$ cat src/rtl/dma_burst_gen_pkg.sv
// Shared types and defaults for the DMA burst generator slice.
// State encodings stay as plain constants so legacy code comparing raw values keeps working.
package dma_pkg;

    localparam int unsigned WORD_BYTES          = 4;
    localparam int unsigned DEF_ADDR_W          = 32;
    localparam int unsigned DEF_LEN_W           = 32;
    localparam int unsigned DEF_MAX_BEATS       = 16;
    localparam int unsigned DEF_BOUNDARY        = 4096;
    localparam int unsigned DEF_MAX_OUTSTANDING = 4;

    localparam int unsigned BOUNDARY_LOG2 = $clog2(DEF_BOUNDARY);
    localparam int unsigned BEATS_W       = $clog2(DEF_MAX_BEATS) + 1;

    localparam logic [2:0] S_IDLE  = 3'd0;
    localparam logic [2:0] S_CALC  = 3'd1;
    localparam logic [2:0] S_ISSUE = 3'd2;
    localparam logic [2:0] S_DRAIN = 3'd3;
    localparam logic [2:0] S_DONE  = 3'd4;

    typedef enum logic [2:0] {
        IDLE  = S_IDLE,
        CALC  = S_CALC,
        ISSUE = S_ISSUE,
        DRAIN = S_DRAIN,
        DONE  = S_DONE
    } state_e;

    typedef struct packed {
        logic [DEF_ADDR_W-1:0] src;
        logic [DEF_ADDR_W-1:0] dst;
        logic [3:0]            len;
        logic                  last;
    } cmd_t;

endpackage

$ cat src/rtl/dma_burst_gen_if.sv
// Transfer request, burst command and completion signals between the DMA
// register slave, the burst generator (slave modport) and the AXI master side.
interface dma_burst_gen_if #(
    parameter int unsigned ADDR_W = dma_pkg::DEF_ADDR_W,
    parameter int unsigned LEN_W  = dma_pkg::DEF_LEN_W
);

    logic              start;
    logic [ADDR_W-1:0] source_addr;
    logic [ADDR_W-1:0] dest_addr;
    logic [LEN_W-1:0]  length;

    logic              cmd_valid;
    logic              cmd_ready;
    logic [ADDR_W-1:0] cmd_src_addr;
    logic [ADDR_W-1:0] cmd_dst_addr;
    logic [3:0]        cmd_len;
    logic              cmd_last;

    logic              burst_done;
    logic              busy;
    logic              done;

    modport slave (
        input  start, source_addr, dest_addr, length, cmd_ready, burst_done,
        output cmd_valid, cmd_src_addr, cmd_dst_addr, cmd_len, cmd_last, busy, done
    );

    modport master (
        output start, source_addr, dest_addr, length, cmd_ready, burst_done,
        input  cmd_valid, cmd_src_addr, cmd_dst_addr, cmd_len, cmd_last, busy, done
    );

endinterface

$ cat src/rtl/dma_burst_gen_beat_calc.sv
// Combinational burst sizer: min(remaining, MAX_BEATS, words left in the
// source page, words left in the destination page).
module dma_beat_calc
    import dma_pkg::*;
#(
    parameter int unsigned LEN_W     = DEF_LEN_W,
    parameter int unsigned MAX_BEATS = DEF_MAX_BEATS,
    parameter int unsigned BOUNDARY  = DEF_BOUNDARY,
    parameter int unsigned PG_W      = $clog2(BOUNDARY),
    parameter int unsigned BEATS_W   = $clog2(MAX_BEATS) + 1
) (
    input  logic [PG_W-1:0]    i_src_off,
    input  logic [PG_W-1:0]    i_dst_off,
    input  logic [LEN_W-1:0]   i_remaining,
    output logic [BEATS_W-1:0] o_beats
);

    localparam int unsigned ROOM_W = PG_W + 1;
    localparam int unsigned WSH    = $clog2(WORD_BYTES);

    logic [ROOM_W-1:0] w_src_room;
    logic [ROOM_W-1:0] w_dst_room;
    logic [ROOM_W-1:0] w_room;
    logic [ROOM_W-1:0] w_cap;

    always_comb begin
        // Offsets are word aligned, so the byte distance divides exactly.
        w_src_room = (ROOM_W'(BOUNDARY) - {1'b0, i_src_off}) >> WSH;
        w_dst_room = (ROOM_W'(BOUNDARY) - {1'b0, i_dst_off}) >> WSH;
        w_room     = (w_src_room < w_dst_room) ? w_src_room : w_dst_room;
        w_cap      = (w_room < ROOM_W'(MAX_BEATS)) ? w_room : ROOM_W'(MAX_BEATS);
        if (i_remaining < LEN_W'(w_cap)) begin
            o_beats = BEATS_W'(i_remaining);
        end else begin
            o_beats = BEATS_W'(w_cap);
        end
    end

endmodule

$ cat src/rtl/dma_burst_gen.sv
// Splits one DMA transfer into page-safe, length-capped burst commands and
// tracks outstanding bursts until the whole transfer has completed.
module dma_burst_gen
    import dma_pkg::*;
#(
    parameter int unsigned ADDR_W          = DEF_ADDR_W,
    parameter int unsigned LEN_W           = DEF_LEN_W,
    parameter int unsigned MAX_BEATS       = DEF_MAX_BEATS,
    parameter int unsigned BOUNDARY        = DEF_BOUNDARY,
    parameter int unsigned MAX_OUTSTANDING = DEF_MAX_OUTSTANDING
) (
    input logic             clk,
    input logic             rst,
    dma_burst_gen_if.slave  bus
);

    localparam int unsigned PG_W  = $clog2(BOUNDARY);
    localparam int unsigned BW    = $clog2(MAX_BEATS) + 1;
    localparam int unsigned OUT_W = $clog2(MAX_OUTSTANDING + 1);

    logic [2:0]       r_state;
    cmd_t             r_cmd;
    logic [LEN_W-1:0] r_rem;
    logic [BW-1:0]    r_beats;
    logic [OUT_W-1:0] r_out;
    logic             r_cmd_valid;

    logic [BW-1:0]     w_beats;
    logic              w_hs;
    logic [OUT_W-1:0]  w_out_nxt;
    logic [ADDR_W-1:0] w_step;
    logic [ADDR_W-1:0] w_src_nxt;
    logic [ADDR_W-1:0] w_dst_nxt;

    dma_beat_calc #(
        .LEN_W     (LEN_W),
        .MAX_BEATS (MAX_BEATS),
        .BOUNDARY  (BOUNDARY),
        .PG_W      (PG_W),
        .BEATS_W   (BW)
    ) u_beat_calc (
        .i_src_off   (r_cmd.src[PG_W-1:0]),
        .i_dst_off   (r_cmd.dst[PG_W-1:0]),
        .i_remaining (r_rem),
        .o_beats     (w_beats)
    );

    assign w_hs      = r_cmd_valid & bus.cmd_ready;
    assign w_step    = ADDR_W'(r_beats) * ADDR_W'(WORD_BYTES);
    assign w_src_nxt = ADDR_W'(r_cmd.src) + w_step;
    assign w_dst_nxt = ADDR_W'(r_cmd.dst) + w_step;

    // A handshake and a completion in the same cycle cancel out.
    always_comb begin
        w_out_nxt = r_out;
        if (w_hs && !bus.burst_done) begin
            w_out_nxt = r_out + 1'b1;
        end else if (!w_hs && bus.burst_done && (r_out != '0)) begin
            w_out_nxt = r_out - 1'b1;
        end
    end

    always_ff @(posedge clk or posedge rst) begin
        if (rst) begin
            r_state     <= S_IDLE;
            r_cmd       <= '0;
            r_rem       <= '0;
            r_beats     <= '0;
            r_out       <= '0;
            r_cmd_valid <= 1'b0;
        end else begin
            r_out <= w_out_nxt;
            case (r_state)
                S_IDLE: begin
                    if (bus.start) begin
                        r_cmd.src <= DEF_ADDR_W'(bus.source_addr & ~ADDR_W'(3));
                        r_cmd.dst <= DEF_ADDR_W'(bus.dest_addr & ~ADDR_W'(3));
                        r_rem     <= bus.length;
                        r_state   <= S_CALC;
                    end
                end
                S_CALC: begin
                    if (r_rem == '0) begin
                        r_state <= S_DRAIN;
                    end else begin
                        r_beats    <= w_beats;
                        r_cmd.len  <= 4'(w_beats - 1'b1);
                        r_cmd.last <= (r_rem == LEN_W'(w_beats));
                        r_state    <= S_ISSUE;
                    end
                end
                S_ISSUE: begin
                    if (w_hs) begin
                        r_cmd_valid <= 1'b0;
                        r_cmd.src   <= DEF_ADDR_W'(w_src_nxt);
                        r_cmd.dst   <= DEF_ADDR_W'(w_dst_nxt);
                        r_rem       <= r_rem - LEN_W'(r_beats);
                        r_state     <= r_cmd.last ? S_DRAIN : S_CALC;
                    end else if (w_out_nxt < OUT_W'(MAX_OUTSTANDING)) begin
                        // Outstanding never rises without a handshake, so valid stays up once set.
                        r_cmd_valid <= 1'b1;
                    end
                end
                S_DRAIN: begin
                    if (w_out_nxt == '0) begin
                        r_state <= S_DONE;
                    end
                end
                S_DONE: begin
                    r_state <= S_IDLE;
                end
                default: begin
                    r_state <= S_IDLE;
                end
            endcase
        end
    end

    assign bus.cmd_valid    = r_cmd_valid;
    assign bus.cmd_src_addr = ADDR_W'(r_cmd.src);
    assign bus.cmd_dst_addr = ADDR_W'(r_cmd.dst);
    assign bus.cmd_len      = r_cmd.len;
    assign bus.cmd_last     = r_cmd.last;
    assign bus.busy         = (r_state != S_IDLE);
    assign bus.done         = (r_state == S_DONE);

endmodule

$ cat src/flat_wrapper.sv
// flat-port wrapper written by rule: the top's interface ports become plain ports
module dma_burst_gen_flat import dma_pkg::*;
#(
    parameter int unsigned ADDR_W          = DEF_ADDR_W,
    parameter int unsigned LEN_W           = DEF_LEN_W,
    parameter int unsigned MAX_BEATS       = DEF_MAX_BEATS,
    parameter int unsigned BOUNDARY        = DEF_BOUNDARY,
    parameter int unsigned MAX_OUTSTANDING = DEF_MAX_OUTSTANDING
)
  (clk, rst, bus_start, bus_source_addr, bus_dest_addr, bus_length, bus_cmd_ready, bus_burst_done, bus_cmd_valid, bus_cmd_src_addr, bus_cmd_dst_addr, bus_cmd_len, bus_cmd_last, bus_busy, bus_done);
  dma_burst_gen_if #(.ADDR_W(ADDR_W), .LEN_W(LEN_W)) bus_i ();
  input logic clk;
  input logic rst;
  input wire logic [$bits(bus_i.start)-1:0] bus_start;
  input wire logic [$bits(bus_i.source_addr)-1:0] bus_source_addr;
  input wire logic [$bits(bus_i.dest_addr)-1:0] bus_dest_addr;
  input wire logic [$bits(bus_i.length)-1:0] bus_length;
  input wire logic [$bits(bus_i.cmd_ready)-1:0] bus_cmd_ready;
  input wire logic [$bits(bus_i.burst_done)-1:0] bus_burst_done;
  output wire logic [$bits(bus_i.cmd_valid)-1:0] bus_cmd_valid;
  output wire logic [$bits(bus_i.cmd_src_addr)-1:0] bus_cmd_src_addr;
  output wire logic [$bits(bus_i.cmd_dst_addr)-1:0] bus_cmd_dst_addr;
  output wire logic [$bits(bus_i.cmd_len)-1:0] bus_cmd_len;
  output wire logic [$bits(bus_i.cmd_last)-1:0] bus_cmd_last;
  output wire logic [$bits(bus_i.busy)-1:0] bus_busy;
  output wire logic [$bits(bus_i.done)-1:0] bus_done;
  assign bus_i.start = bus_start;
  assign bus_i.source_addr = bus_source_addr;
  assign bus_i.dest_addr = bus_dest_addr;
  assign bus_i.length = bus_length;
  assign bus_i.cmd_ready = bus_cmd_ready;
  assign bus_i.burst_done = bus_burst_done;
  assign bus_cmd_valid = bus_i.cmd_valid;
  assign bus_cmd_src_addr = bus_i.cmd_src_addr;
  assign bus_cmd_dst_addr = bus_i.cmd_dst_addr;
  assign bus_cmd_len = bus_i.cmd_len;
  assign bus_cmd_last = bus_i.cmd_last;
  assign bus_busy = bus_i.busy;
  assign bus_done = bus_i.done;
  dma_burst_gen #(.ADDR_W(ADDR_W), .LEN_W(LEN_W), .MAX_BEATS(MAX_BEATS), .BOUNDARY(BOUNDARY), .MAX_OUTSTANDING(MAX_OUTSTANDING)) u_core (.clk(clk), .rst(rst), .bus(bus_i));
endmodule
$ cat config.mk
export PLATFORM = sky130hd
export DESIGN_NAME = dma_burst_gen_flat
export DESIGN_NICKNAME = d
export VERILOG_FILES = /design/src/rtl/dma_burst_gen_pkg.sv /design/src/rtl/dma_burst_gen_if.sv /design/src/rtl/dma_burst_gen_beat_calc.sv /design/src/rtl/dma_burst_gen.sv /design/src/flat_wrapper.sv
export SDC_FILE = /design/constraint.sdc
export NUM_CORES = 1
export LEC_CHECK = 0
export BUFFER_PORTS_ARGS = -buffer_cell sky130_fd_sc_hd__buf_2
export CAP_MARGIN = 20
export CORE_UTILIZATION = 62
export CTS_BUF_LIST = sky130_fd_sc_hd__clkbuf_2 sky130_fd_sc_hd__clkbuf_4 sky130_fd_sc_hd__clkbuf_8
export DETAILED_ROUTE_END_ITERATION = 10
export MAX_ROUTING_LAYER = met4
export PLACE_DENSITY = 0.95
export SYNTH_ARGS = -nofsm -noshare
export SYNTH_HDL_FRONTEND = slang
export SYNTH_SLANG_ARGS = --single-unit
$ cat constraint.sdc
create_clock -name clk -period 12.2 [get_ports clk]
set_input_delay 0.61 -clock clk [delete_from_list [all_inputs] [get_ports clk]]
set_output_delay 0.61 -clock clk [all_outputs]
set_load 0.01 [all_outputs]
Word level (Yosys, flattened, before mapping) --
Index checks and enable logic that the tools add are counted.
Operators by class: add/subtract/negate cells 8, $lt $le $gt $ge 4, equality and inequality tests 8, multiplexer cells 19, bitwise gates (word level) 2, reduce and logical (&&, ||, !) cells 16
Operators with widths (number):
- 64-bit 2-to-1 mux | 2
- 64-bit case mux with 2 select lines | 1
- 32-bit by 7-bit adder with 32-bit output | 2
- 32-bit 2-to-1 mux | 2
- 32-bit case mux with 2 select lines | 1
- 32-bit by 5-bit equality test with 1-bit output | 1
- 32-bit zero test | 1
- 32-bit by 13-bit < comparator with 1-bit output | 1
- 32-bit by 5-bit subtractor with 32-bit output | 1
- 13-bit by 12-bit subtractor with 13-bit output (first input constant) | 2
- 11-bit 2-to-1 mux | 2
- 3-bit 2-to-1 mux | 5
- 3-bit case mux with 4 select lines | 1
- 11-bit < comparator | 1
- 11-bit by 5-bit < comparator with 1-bit output (second input constant) | 1
- 3-bit by 2-bit equality test with 1-bit output (second input constant) | 2
- 3-bit zero test | 2
- 3-bit AND reduction | 2
- 3-bit nonzero test | 2
- 5-bit 2-to-1 mux | 1
- 2-bit by 1-bit != test with 1-bit output (second input constant) | 2
- 2-bit AND reduction | 2
- 2-bit nonzero test | 2
- 4-bit by 1-bit subtractor with 4-bit output (second input constant) | 1
- 12 further kinds | 17
Word-level totals: bits in registers 113, bits of input ports 101, output and inout port bits 72, word-level logic and storage cells 66

Depth between registers and ports, before layout --
depth after elaboration 9, mapped depth 27, depth with buffers taken out 26

By module --
A second synthesis with hierarchy kept.
Second synthesis, totals: cells, all modules 975, area, all modules 8036.5 um^2
By module, submodules not included:
- dma_burst_gen | times used 1, cells each 832, area each 6944.2 um^2, sequential area each 2727.6 um^2
- dma_beat_calc | times used 1, cells each 143, area each 1092.3 um^2, sequential area each 0.0 um^2

Worst setup path before layout --
No wires, ideal clock.
path kind register to register, start point reg u_core.r_cmd, in the netlist u_core.bus.cmd_dst_addr[2], end point reg u_core.r_cmd, in the netlist u_core.bus.cmd_len[2], library setup time 71 ps, arrival 6177 ps, required time 12129 ps, path slack 5952 ps, cell stages (with the launch flop) 27, path buffers 1, period minus slack after synthesis 6248 ps, path through dfrtp_1 > clkbuf_1 > inv_1 > ha_1 > or4b_2 > or3_1 > nor2_1 > xor2_1 > ha_1 > a21o_1 > a21o_1 > a211oi_1 > o31a_1 > mux2i_1 > inv_1 > ha_1 > a21o_1 > a21o_1 > a21oi_1 > a211o_1 > a41oi_1 > a2111oi_4 > mux2_2 > ha_1 > nor4b_1 > o21bai_1 > nand3_1
Between the ends: longest elaborated chain between the ends 8
Ends and longest elaborated chain:
- start, declared | RTL line dma_burst_gen.sv:22 | cmd_t r_cmd;
- 13-bit by 12-bit subtractor with 13-bit output (*) | RTL line dma_burst_gen_beat_calc.sv:29 | w_dst_room = (ROOM_W'(BOUNDARY) - {1'b0, i_dst_off}) >> WSH;
- 11-bit < comparator | RTL line dma_burst_gen_beat_calc.sv:30 | w_room = (w_src_room < w_dst_room) ? w_src_room : w_dst_room;
- 11-bit 2-to-1 mux (*) | RTL line dma_burst_gen_beat_calc.sv:30
- 11-bit by 5-bit < comparator with 1-bit output | RTL line dma_burst_gen_beat_calc.sv:31 | w_cap = (w_room < ROOM_W'(MAX_BEATS)) ? w_room : ROOM_W'(MAX_BEATS);
- 11-bit 2-to-1 mux (*) | RTL line dma_burst_gen_beat_calc.sv:31
- 32-bit by 13-bit < comparator with 1-bit output | RTL line dma_burst_gen_beat_calc.sv:32 | if (i_remaining < LEN_W'(w_cap)) begin
- 5-bit 2-to-1 mux (*) | RTL line dma_burst_gen_beat_calc.sv:32
- 4-bit by 1-bit subtractor with 4-bit output (*) | RTL line dma_burst_gen.sv:87 | r_cmd.len <= 4'(w_beats - 1'b1);
Every way passes the cells marked *; elsewhere a longest branch is shown, timed or not. A chain may end at the register's enable or synchronous reset.

Worst setup path after layout --
Same ends and word-level chain as after synthesis.

==> run metrics <==
CP Buf/Inv Count=2; startpoint types=flip-flop; placeable core area=12600 µm²; fmax=140 MHz; CTS Buf Count=9; RR Startpoint=u_core.bus.cmd_dst_addr[2]; Max-Slew Margin vs Limit=28.4%; clk sinks=around 110; Die Y=115 µm; number of routed nets with antenna violations=0; clock root cell=clkbuf_8; sequential share of the synthesized area=34.2%; diode count=0; Worst Setup End Kind=flip-flop; initial core utilization=63.4%; Max-Cap Viols=0; top-count cell post-synth=a21oi_1; reg2reg setup slack=5.05 ns; first-pass GRT wire length=36900 µm; crit path time final=7.15 ns; DRT iter0 DRCs=839; synth unique cells=68; Clock Skew=about 0.014 ns; num ports=173; WP data arrival=7.48 ns; share of cells above drive strength 1=17.9%; CTS tree=yes; die area=approximately 13000 µm²; Worst Path Required=12.53 ns; DRC errors left=0; fraction of registers with async set or reset after synthesis=100%; Pleak=3.96 nW; Max Slew Vio Count=0; Synth area leader=dfrtp_1; R2R depth=25; post-place setup slack=5.24 ns; crit path setup slack, layout=between 5 and 6 ns; Clock transition at path regs=0.11 ns; latest clock arrival within the worst-skew pair=0.40 ns; number of global-route vias before repair=between 7000 and 8000; Vias=between 8000 and 9000; DR vias/cell=6.46; Synth top cells by count=a21oi_1, dfrtp_1, o21ai_0, nand2_1, nor2_1; area added between synthesis and finish=14.3%; Setup TNS Final=0 ns; post-DP HPWL=16100 µm; Avg Cell Area, Syn=~7.9 µm²; Mapped Area=approximately 8000 µm²; Area contributors post-synth=dfrtp_1, a21oi_1, ha_1; fill count=a little under 1000; grt ovf=0; slowest stage delay, CP=0.78 ns; total power=2.48 mW; largest net degree at the start of global routing=101; VDD IR max=approximately 0.00018 V; Hold WC Path Type=in -> async; final hold vios=0; Post-CTS Setup Inserts=0; Final Util=72.5%; Worst-Margin Slew=1.07 ns; kind of critical path=reg -> reg; CP max stage cell=a2111oi_4; Die X=115 µm; Top delay family on crit path=compound AO/OA/AOI/OAI gates; FP Rows=41; PwrDens=272 nW/µm²; Syn Inst Count=1013; Final Cycle Share=58.6%; deepest clock path buffer count=2; wirelength, routed=23100 µm; Total GRT Usage=36.4%; Post-synth EDFFs=0; RSZ-0062 raised after global routing=false; CTS Hold Bufs=0; prevailing post-synth register cell=dfrtp_1; Yosys top cell area share=34.2%; port bufs=roughly 160; CTS H-tree depth=3; initial antenna violation count=0; WL/cell=17.6 µm; post-cts sizing count=0; Crit Reg-Reg Endpoint=u_core.bus.cmd_len[2]; CP Max Fanout=11; status=finished, final reports clean; Final setup viols=0; NumNets Final=approximately 1300; Placer Congestion=0.934; synth warn=0; DR pass1 iterations=6; Seq cells post-synth=109
[area by class of cell]
class	instances	area (µm²)	share of cell area, %
multi-input cells	806	4880	53.6
well taps	172	215	2.36
inverters	39	149	1.63
flip-flops and latches	109	2730	29.9
clock buffers	11	151	1.66
clock inverters	5	104	1.14
repair buffers	172	881	9.67
[placed cells by master (no fill, tap or decap), types with 9 or more instances in the layout]
cell type / netlist / final
a211oi_1: 10 / 10
a21o_1: 12 / 12
a21oi_1: 135 / 135
a22oi_1: 10 / 10
a31oi_1: 13 / 13
and3_1: 19 / 19
buf_2: 1 / 164
clkbuf_8: 0 / 11
conb_1: 2 / 10
dfrtp_1: 109 / 109
ha_1: 41 / 41
inv_1: 39 / 38
nand2_1: 95 / 95
nand3_1: 39 / 39
nand4_1: 9 / 9
nor2_1: 84 / 84
nor3_1: 28 / 27
o21ai_0: 101 / 101
o22ai_1: 25 / 25
or3_1: 12 / 11
xnor2_1: 16 / 16
[worst max-delay path by stage]
stage	start	to	cells after the start	slack [ns]
6_report	u_core.bus.cmd_dst_addr[2]	u_core.bus.cmd_len[2]	25	5.05
5_1_grt	u_core.bus.cmd_dst_addr[2]	u_core.bus.cmd_len[2]	26	4.71
4_1_cts	u_core.bus.cmd_dst_addr[2]	u_core.bus.cmd_len[2]	25	5.16
3_5_place_dp	u_core.bus.cmd_dst_addr[2]	u_core.bus.cmd_len[2]	25	5.24
3_3_place_gp	u_core.bus.cmd_dst_addr[2]	u_core.bus.cmd_len[2]	25	5.46
2_1_floorplan	u_core.bus.cmd_dst_addr[2]	u_core.bus.cmd_len[2]	26	5.95
[sequential cells by signal, summed over array words and instances (netlist names)]
register                 count
u_core.r_beats               5
u_core.bus.cmd_len           4
u_core.r_out                 3
u_core.bus.cmd_valid         1
u_core.r_state               3
u_core.bus.cmd_dst_addr     30
u_core.bus.cmd_last          1
u_core.r_rem                32
u_core.bus.cmd_src_addr     30
[power by group]
group | total, mW | switching, mW | internal, mW
clock | 0.282 | 0.134 | 0.148
combinational | 1.42 | 0.877 | 0.540
sequential | 0.783 | 0.248 | 0.535
total | 2.48 | 1.26 | 1.22
[cells by family after synthesis]
group / synth area share [%]
other: 0.0942
buffers and inverters: 5.20
AND/OR/NAND/NOR: 20.7
flip-flops: 34.2
AO/OA/AOI/OAI: 28.6
adder cells (fa/ha/maj): 7.19
XOR/XNOR: 2.53
multiplexers: 1.44
[per-stage QoR]
| stage | cells | instance area [µm²] | hold slack [ns] |
|---|---|---|---|
| floorplan | 1021 | 8000 | 0.462 |
| global placement | 1298 | 8850 | 0.466 |
| CTS | 1314 | 9110 | 0.210 |
| global route | 1314 | 9110 | 0.241 |
| finish | 1314 | 9110 | 0.197 |
| detailed placement | 1298 | 8850 | 0.472 |
[layer usage]
metal | up-vias | global-route usage (%) | share of wire (%)
met3 | 76 | 5.17 | 9.1
met2 | 479 | 55.6 | 47
met1 | 3972 | 47.6 | 41
met4 | 0 | 17.2 | 3.7
li1 | 3959 | - | -
met5 | - | - | 0
Note: power is estimated with default switching activity, not from simulation.
